## src/rtl/stopwatch_pkg.sv

```systemverilog
// Shared types and constants for the stopwatch timekeeping core.
// Holds the FSM state encoding, the BCD digit width and each digit's maximum value.
// Imported by stopwatch_core and bcd_digit_counter.
package stopwatch_pkg;

    localparam int BCD_DIGIT_WIDTH = 4;

    localparam int DIGIT_MAX_HUNDREDTHS = 9;
    localparam int DIGIT_MAX_TENTHS     = 9;
    localparam int DIGIT_MAX_SECONDS    = 9;
    localparam int DIGIT_MAX_TENS       = 5;

    typedef enum logic [1:0] {
        IDLE    = 2'd0,
        RUNNING = 2'd1,
        PAUSED  = 2'd2
    } sw_state_t;

endpackage

```

## src/rtl/bcd_digit_counter.sv

```systemverilog
// One BCD digit that counts 0..MAX and wraps, with a carry pulse on wrap.
// Latency: the digit updates on the edge after inc; carry_out is combinational (inc & digit==MAX).
// Backpressure: none. clr is synchronous and takes priority over inc.
// Ports: clk, rst_n, inc, clr -> digit[3:0], carry_out
module bcd_digit_counter
    import stopwatch_pkg::*;
#(
    parameter int MAX = 9
) (
    input  logic                       clk,
    input  logic                       rst_n,
    input  logic                       inc,
    input  logic                       clr,
    output logic [BCD_DIGIT_WIDTH-1:0] digit,
    output logic                       carry_out
);

    localparam logic [BCD_DIGIT_WIDTH-1:0] DIGIT_MAX = BCD_DIGIT_WIDTH'(MAX);

    logic at_max;

    assign at_max    = (digit == DIGIT_MAX);
    assign carry_out = inc & at_max;

    always_ff @(posedge clk or negedge rst_n) begin
        if (!rst_n) begin
            digit <= '0;
        end else if (clr) begin
            digit <= '0;
        end else if (inc) begin
            digit <= at_max ? '0 : digit + BCD_DIGIT_WIDTH'(1);
        end
    end

endmodule

```

## src/rtl/stopwatch_core.sv

```systemverilog
// Stopwatch timekeeping core. It runs an IDLE/RUNNING/PAUSED FSM from button rising edges and prescales clk to a tick.
// It also drives a 4-digit BCD SS.hh count, with an optional frozen lap display selected by STOPWATCH_LAP_EN.
// Latency: a button edge acts on the edge it is first sampled; tick and number update on the same edge. Backpressure: none.
// Ports: clk, rst_n, start_stop, lap, clear -> number[15:0], running, lap_active, overflow, tick
module stopwatch_core
    import stopwatch_pkg::*;
#(
    parameter int BOARD_CLOCK_FREQUENCY_IN_HZ = 100_000_000,
    parameter int TICK_FREQUENCY_IN_HZ        = 100
) (
    input  logic        clk,
    input  logic        rst_n,
    input  logic        start_stop,
    input  logic        lap,
    input  logic        clear,
    output logic [15:0] number,
    output logic        running,
    output logic        lap_active,
    output logic        overflow,
    output logic        tick
);

    localparam int DIV = BOARD_CLOCK_FREQUENCY_IN_HZ / TICK_FREQUENCY_IN_HZ;
    localparam int PW  = (DIV > 1) ? $clog2(DIV) : 1;
    localparam logic [PW-1:0] PRESC_MAX = PW'(DIV - 1);

    generate
        if ((DIV < 2) || ((BOARD_CLOCK_FREQUENCY_IN_HZ % TICK_FREQUENCY_IN_HZ) != 0)) begin : g_bad_div
            $error("stopwatch_core: clock/tick ratio must be an integer >= 2");
        end
    endgenerate

    sw_state_t     state, state_nxt;
    logic          ss_q, clr_q;
    logic [PW-1:0] presc;
    logic          ss_go, clr_go, presc_adv, tick_now;
    logic [15:0]   count;
    logic [3:0]    carry;

    // Events that would have no effect in the current state do not pre-empt
    // lower-priority events: clear only acts in PAUSED, so clear+start_stop
    // while RUNNING still pauses.
    always_comb begin
        state_nxt = state;
        clr_go    = 1'b0;
        ss_go     = 1'b0;
        presc_adv = 1'b0;
        tick_now  = 1'b0;
        clr_go    = clear & ~clr_q & (state == PAUSED);
        ss_go     = start_stop & ~ss_q & ~clr_go;
        case (state)
            IDLE: begin
                if (ss_go) state_nxt = RUNNING;
            end
            RUNNING: begin
                // The prescaler freezes on the pausing edge so a resume
                // continues the partially elapsed tick period.
                presc_adv = ~ss_go;
                tick_now  = ~ss_go & (presc == PRESC_MAX);
                if (ss_go) state_nxt = PAUSED;
            end
            PAUSED: begin
                if (clr_go)     state_nxt = IDLE;
                else if (ss_go) state_nxt = RUNNING;
            end
            default: state_nxt = IDLE;
        endcase
    end

    always_ff @(posedge clk or negedge rst_n) begin
        if (!rst_n) begin
            state    <= IDLE;
            ss_q     <= 1'b0;
            clr_q    <= 1'b0;
            presc    <= '0;
            tick     <= 1'b0;
            overflow <= 1'b0;
        end else begin
            state <= state_nxt;
            ss_q  <= start_stop;
            clr_q <= clear;
            tick  <= tick_now;
            if (clr_go) begin
                presc <= '0;
            end else if (presc_adv) begin
                presc <= (presc == PRESC_MAX) ? '0 : presc + PW'(1);
            end
            if (clr_go)        overflow <= 1'b0;
            else if (carry[3]) overflow <= 1'b1;
        end
    end

    bcd_digit_counter #(.MAX(DIGIT_MAX_HUNDREDTHS)) u_hundredths (
        .clk(clk), .rst_n(rst_n), .inc(tick_now), .clr(clr_go),
        .digit(count[3:0]), .carry_out(carry[0])
    );
    bcd_digit_counter #(.MAX(DIGIT_MAX_TENTHS)) u_tenths (
        .clk(clk), .rst_n(rst_n), .inc(carry[0]), .clr(clr_go),
        .digit(count[7:4]), .carry_out(carry[1])
    );
    bcd_digit_counter #(.MAX(DIGIT_MAX_SECONDS)) u_seconds (
        .clk(clk), .rst_n(rst_n), .inc(carry[1]), .clr(clr_go),
        .digit(count[11:8]), .carry_out(carry[2])
    );
    bcd_digit_counter #(.MAX(DIGIT_MAX_TENS)) u_tens (
        .clk(clk), .rst_n(rst_n), .inc(carry[2]), .clr(clr_go),
        .digit(count[15:12]), .carry_out(carry[3])
    );

    assign running = (state == RUNNING);

`ifdef STOPWATCH_LAP_EN
    logic        lap_q;
    logic        lap_go;
    logic [15:0] lap_reg;

    // lap only acts when neither start_stop nor clear acted on this edge.
    assign lap_go = lap & ~lap_q & ~ss_go & ~clr_go & (state != IDLE);

    always_ff @(posedge clk or negedge rst_n) begin
        if (!rst_n) begin
            lap_q      <= 1'b0;
            lap_reg    <= '0;
            lap_active <= 1'b0;
        end else begin
            lap_q <= lap;
            if (clr_go) begin
                lap_reg    <= '0;
                lap_active <= 1'b0;
            end else if (lap_go) begin
                // Capture only from RUNNING; the registered count is the
                // pre-increment value even when a tick lands on this edge.
                if (lap_active) begin
                    lap_active <= 1'b0;
                end else if (state == RUNNING) begin
                    lap_reg    <= count;
                    lap_active <= 1'b1;
                end
            end
        end
    end

    assign number = lap_active ? lap_reg : count;
`else
    logic unused_lap;
    assign unused_lap = lap;
    assign lap_active = 1'b0;
    assign number     = count;
`endif

endmodule

```

## config.mk

```make
export PLATFORM = sky130hd
export DESIGN_NAME = stopwatch_core
export DESIGN_NICKNAME = d
export VERILOG_FILES = /design/src/rtl/stopwatch_pkg.sv /design/src/rtl/bcd_digit_counter.sv /design/src/rtl/stopwatch_core.sv
export SDC_FILE = /design/constraint.sdc
export NUM_CORES = 1
export LEC_CHECK = 0
export ABC_AREA = 1
export ABC_CLOCK_PERIOD_IN_PS = 2600
export CAP_MARGIN = 40
export CORE_MARGIN = 3
export CORE_UTILIZATION = 24
export DETAILED_ROUTE_END_ITERATION = 6
export DONT_BUFFER_PORTS = 1
export GPL_TIMING_DRIVEN = 1
export PLACE_DENSITY_LB_ADDON = 0.08
export SLEW_MARGIN = 20
export SYNTH_ARGS = -nofsm -noshare
export SYNTH_HDL_FRONTEND = slang
export SYNTH_SLANG_ARGS = --single-unit
```

## constraint.sdc

```tcl
create_clock -name clk -period 2.6 [get_ports clk]
set_input_delay 0.52 -clock clk [delete_from_list [all_inputs] [get_ports clk]]
set_output_delay 0.52 -clock clk [all_outputs]
set_load 0.005 [all_outputs]
```

==> run summary <==
Sink Count = 42
DR pass1 iterations = 4
Detail Route Antenna Nets = 0
Setup Viol. Count Final = 0
# diodes = 0
final worst-path cycle share = 73.8%
CTS tree = done
synth warn = 0
mean cell area of the mapped netlist = 8.31 um2
P&R area growth vs syn = 10.1%
crit end category = flop
Psw = 548 uW
mapped cell area = 2430 um2
Synth Register Bits = 42
fillers = 1121
Req. time, crit path = 2.80 ns
commonest non-fill, non-tap cell in the layout = nand2_1
DR vias/cell = 4.30
GPL Wtd Cong = 0.720
Syn Nets = 307
post-synthesis sequential area ratio = 43.2%
Core Region = 9820 um2
Worst Reg-to-Reg Cells = 7
critical path arrival = 2.12 ns
Post-Synth Adder-Cell Area = 4.62%
nets@finish = 311
ys async rst share = 100%
Die Wd = 107 um
Final Power = 1610 uW
reg2reg setup slack = 0.68 ns
post_cts resized = 0
Post-Synth XOR/XNOR Area = 3.96%
number of input and output port buffers inserted = 0
clk_skew = 0.00572 ns
reg2reg end = presc[5]
cts bufs inserted = 5
Residual DRC = 0
Final Core Density = 27.3%
GRT Total Usage = 11.1%
die height = 107 um
clk_lat worst skew = 0.29 ns
commonest cells after routing, fill and taps aside = nand2_1, dfrtp_1, nor2_1
status = complete, no violations
clock root buffer master = clkbuf_8
Cell Rows = 36
pwr dens = 600 nW/um2
Fmax achieved = 521 MHz
Yosys top cell area share = 43.2%
switching share of power = 34.1%
sequential share of power = 53.7%
DR vias = 1849
top post-synthesis cells by area = dfrtp_1, nand2_1, nor2_1
maxcap violations = 0
crit path max fanout = 12
vias in the first global route = 1868
DR iter-0 viols = 50
Clock power frac = 25.7%
unrepaired setup endpoints after global routing = no
critical path type = flop to flop
pin count of the biggest net entering global routing = 43
EDFF count, synth = 0
Top Ports = 25
Reg clk slew, reported paths = 0.08 ns
htree depth = 2
post-DR wirelength/cell = 13.5 um
Synth Area in Simple Gates = 31.2%
Distinct cells, synth = 40
footprint of the multi-input gates = 1220 um2
mux cell area share after synthesis = 0%
Yosys top cell by area = dfrtp_1
largest family of logic cells by synthesized area = simple AND/OR/NAND/NOR gates
type of origin of the critical path = flop
initial antenna violation count = 0
reg2reg start = ss_q
DP HPWL = 4.16 mm
global route total overflow = 0
Int Power = 1060 uW
Comb pwr share = 20.5%
Die Area = 11400 um2
Register Area = 1050 um2
clk buf depth = 2
Synth Area in Compound Gates = 10.4%
Fin Setup TNS = 0 ns
Primary FF master, synth = dfrtp_1
Syn Inst Count = 293
share of post-route cells with drive strength above 1 = 16.5%
P_leak = 0.00116 uW
count of pins over their slew limit = 0
routed wire length = 5.79 mm
Hold Path Class = input port to async pin
Peak VDD IR = 0.201 mV
final hold vios = 0
fin crit period = 1.92 ns
Initial Util = 24.8%
first-pass GRT wire length = 9.89 mm
==> power groups by stage <==
stage	Clock [uW]	Combinational, uW	Sequential, uW
2_1_floorplan	0	269	848
3_3_place_gp	0	316	881
3_5_place_dp	0	320	880
4_1_cts	447	341	868
5_1_grt	474	392	883
6_report	414	330	863
==> how the worst max path moves through the flow <==
| stage | slack, ns | cells past startpoint | end | startpoint |
|---|---|---|---|---|
| 5_1_grt | 0.45 | 7 | presc[5] | ss_q |
| 4_1_cts | 0.58 | 7 | presc[5] | ss_q |
| 3_3_place_gp | 0.46 | 8 | presc[5] | start_stop |
| 6_report | 0.68 | 7 | presc[5] | ss_q |
| 2_1_floorplan | 1.05 | 10 | u_seconds.digit[3] | presc[0] |
| 3_5_place_dp | 0.42 | 8 | presc[9] | start_stop |
==> synthesized netlist by cell type, types with 2 or more instances <==
cell	n
dfrtp_1	42
nor2_2	6
xor2_1	7
o31ai_2	2
o21ai_0	4
nand4_1	4
nand2_1	55
a21oi_1	16
or2_2	2
xnor2_1	4
nor2_4	7
ha_1	9
inv_2	10
o21ai_1	13
inv_1	24
nor2_1	38
nor3_1	3
nand3_1	19
o31ai_1	2
nand2_2	6
==> repair_timing <==
action                                 4_1_cts  5_1_grt
hold buffers                                 1        0
setup buffers                                0        0
endpoints found under the hold margin       42        0
==> worst max-delay path, cell delays in order, from the launching register on <==
cell and delay, ns:
dfrtp_1 0.38, nor2_2 0.22, nor2_4 0.08, nor2_4 0.32
inv_2 0.18, nand2_2 0.28, inv_2 0.17, a211oi_1 0.18
==> layout make-up <==
cell class / count / area share, %
sequential: 42 / 39.2
inverter: 35 / 4.90
clock inverter: 2 / 0.373
tap: 133 / 6.21
clock buffer: 5 / 2.57
multi-input combinational: 212 / 45.7
timing repair buffer: 1 / 1.03
==> state kept, by name, indices dropped and copies added, names as in the netlist <==
register / cells
presc: 20
u_hundredths.digit: 4
u_seconds.digit: 4
u_tens.digit: 4
u_tenths.digit: 4
state: 2
clr_q: 1
overflow: 1
ss_q: 1
tick: 1
==> layer usage <==
metal / global-route usage, % / vias up / share of wire [%]
li1: - / 953 / -
met1: 13.7 / 866 / 47
met2: 18.7 / 25 / 47
met3: 3.37 / 5 / 4.4
met4: 3.01 / 0 / 1.2
met5: 0 / - / 0
==> cells by family (layout without fill, tap and decap cells) <==
logic type	after synthesis	in the layout
AO/OA/AOI/OAI	43	43
XOR/XNOR	11	11
adder cells (fa/ha/maj)	9	9
buffers and inverters	39	43
flip-flops	42	42
other	1	1
AND/OR/NAND/NOR	148	148
==> metrics by stage <==
step	std cells	cell area [um2]	setup WS [ns]	hold slack, ns
floorplan	293	2430	1.05	0.224
global placement	422	2570	0.462	0.227
detailed placement	422	2570	0.422	0.228
CTS	430	2680	0.579	0.0666
global route	430	2680	0.450	0.0670
finish	430	2680	0.682	0.0706
(Power assumes the default switching activity.)
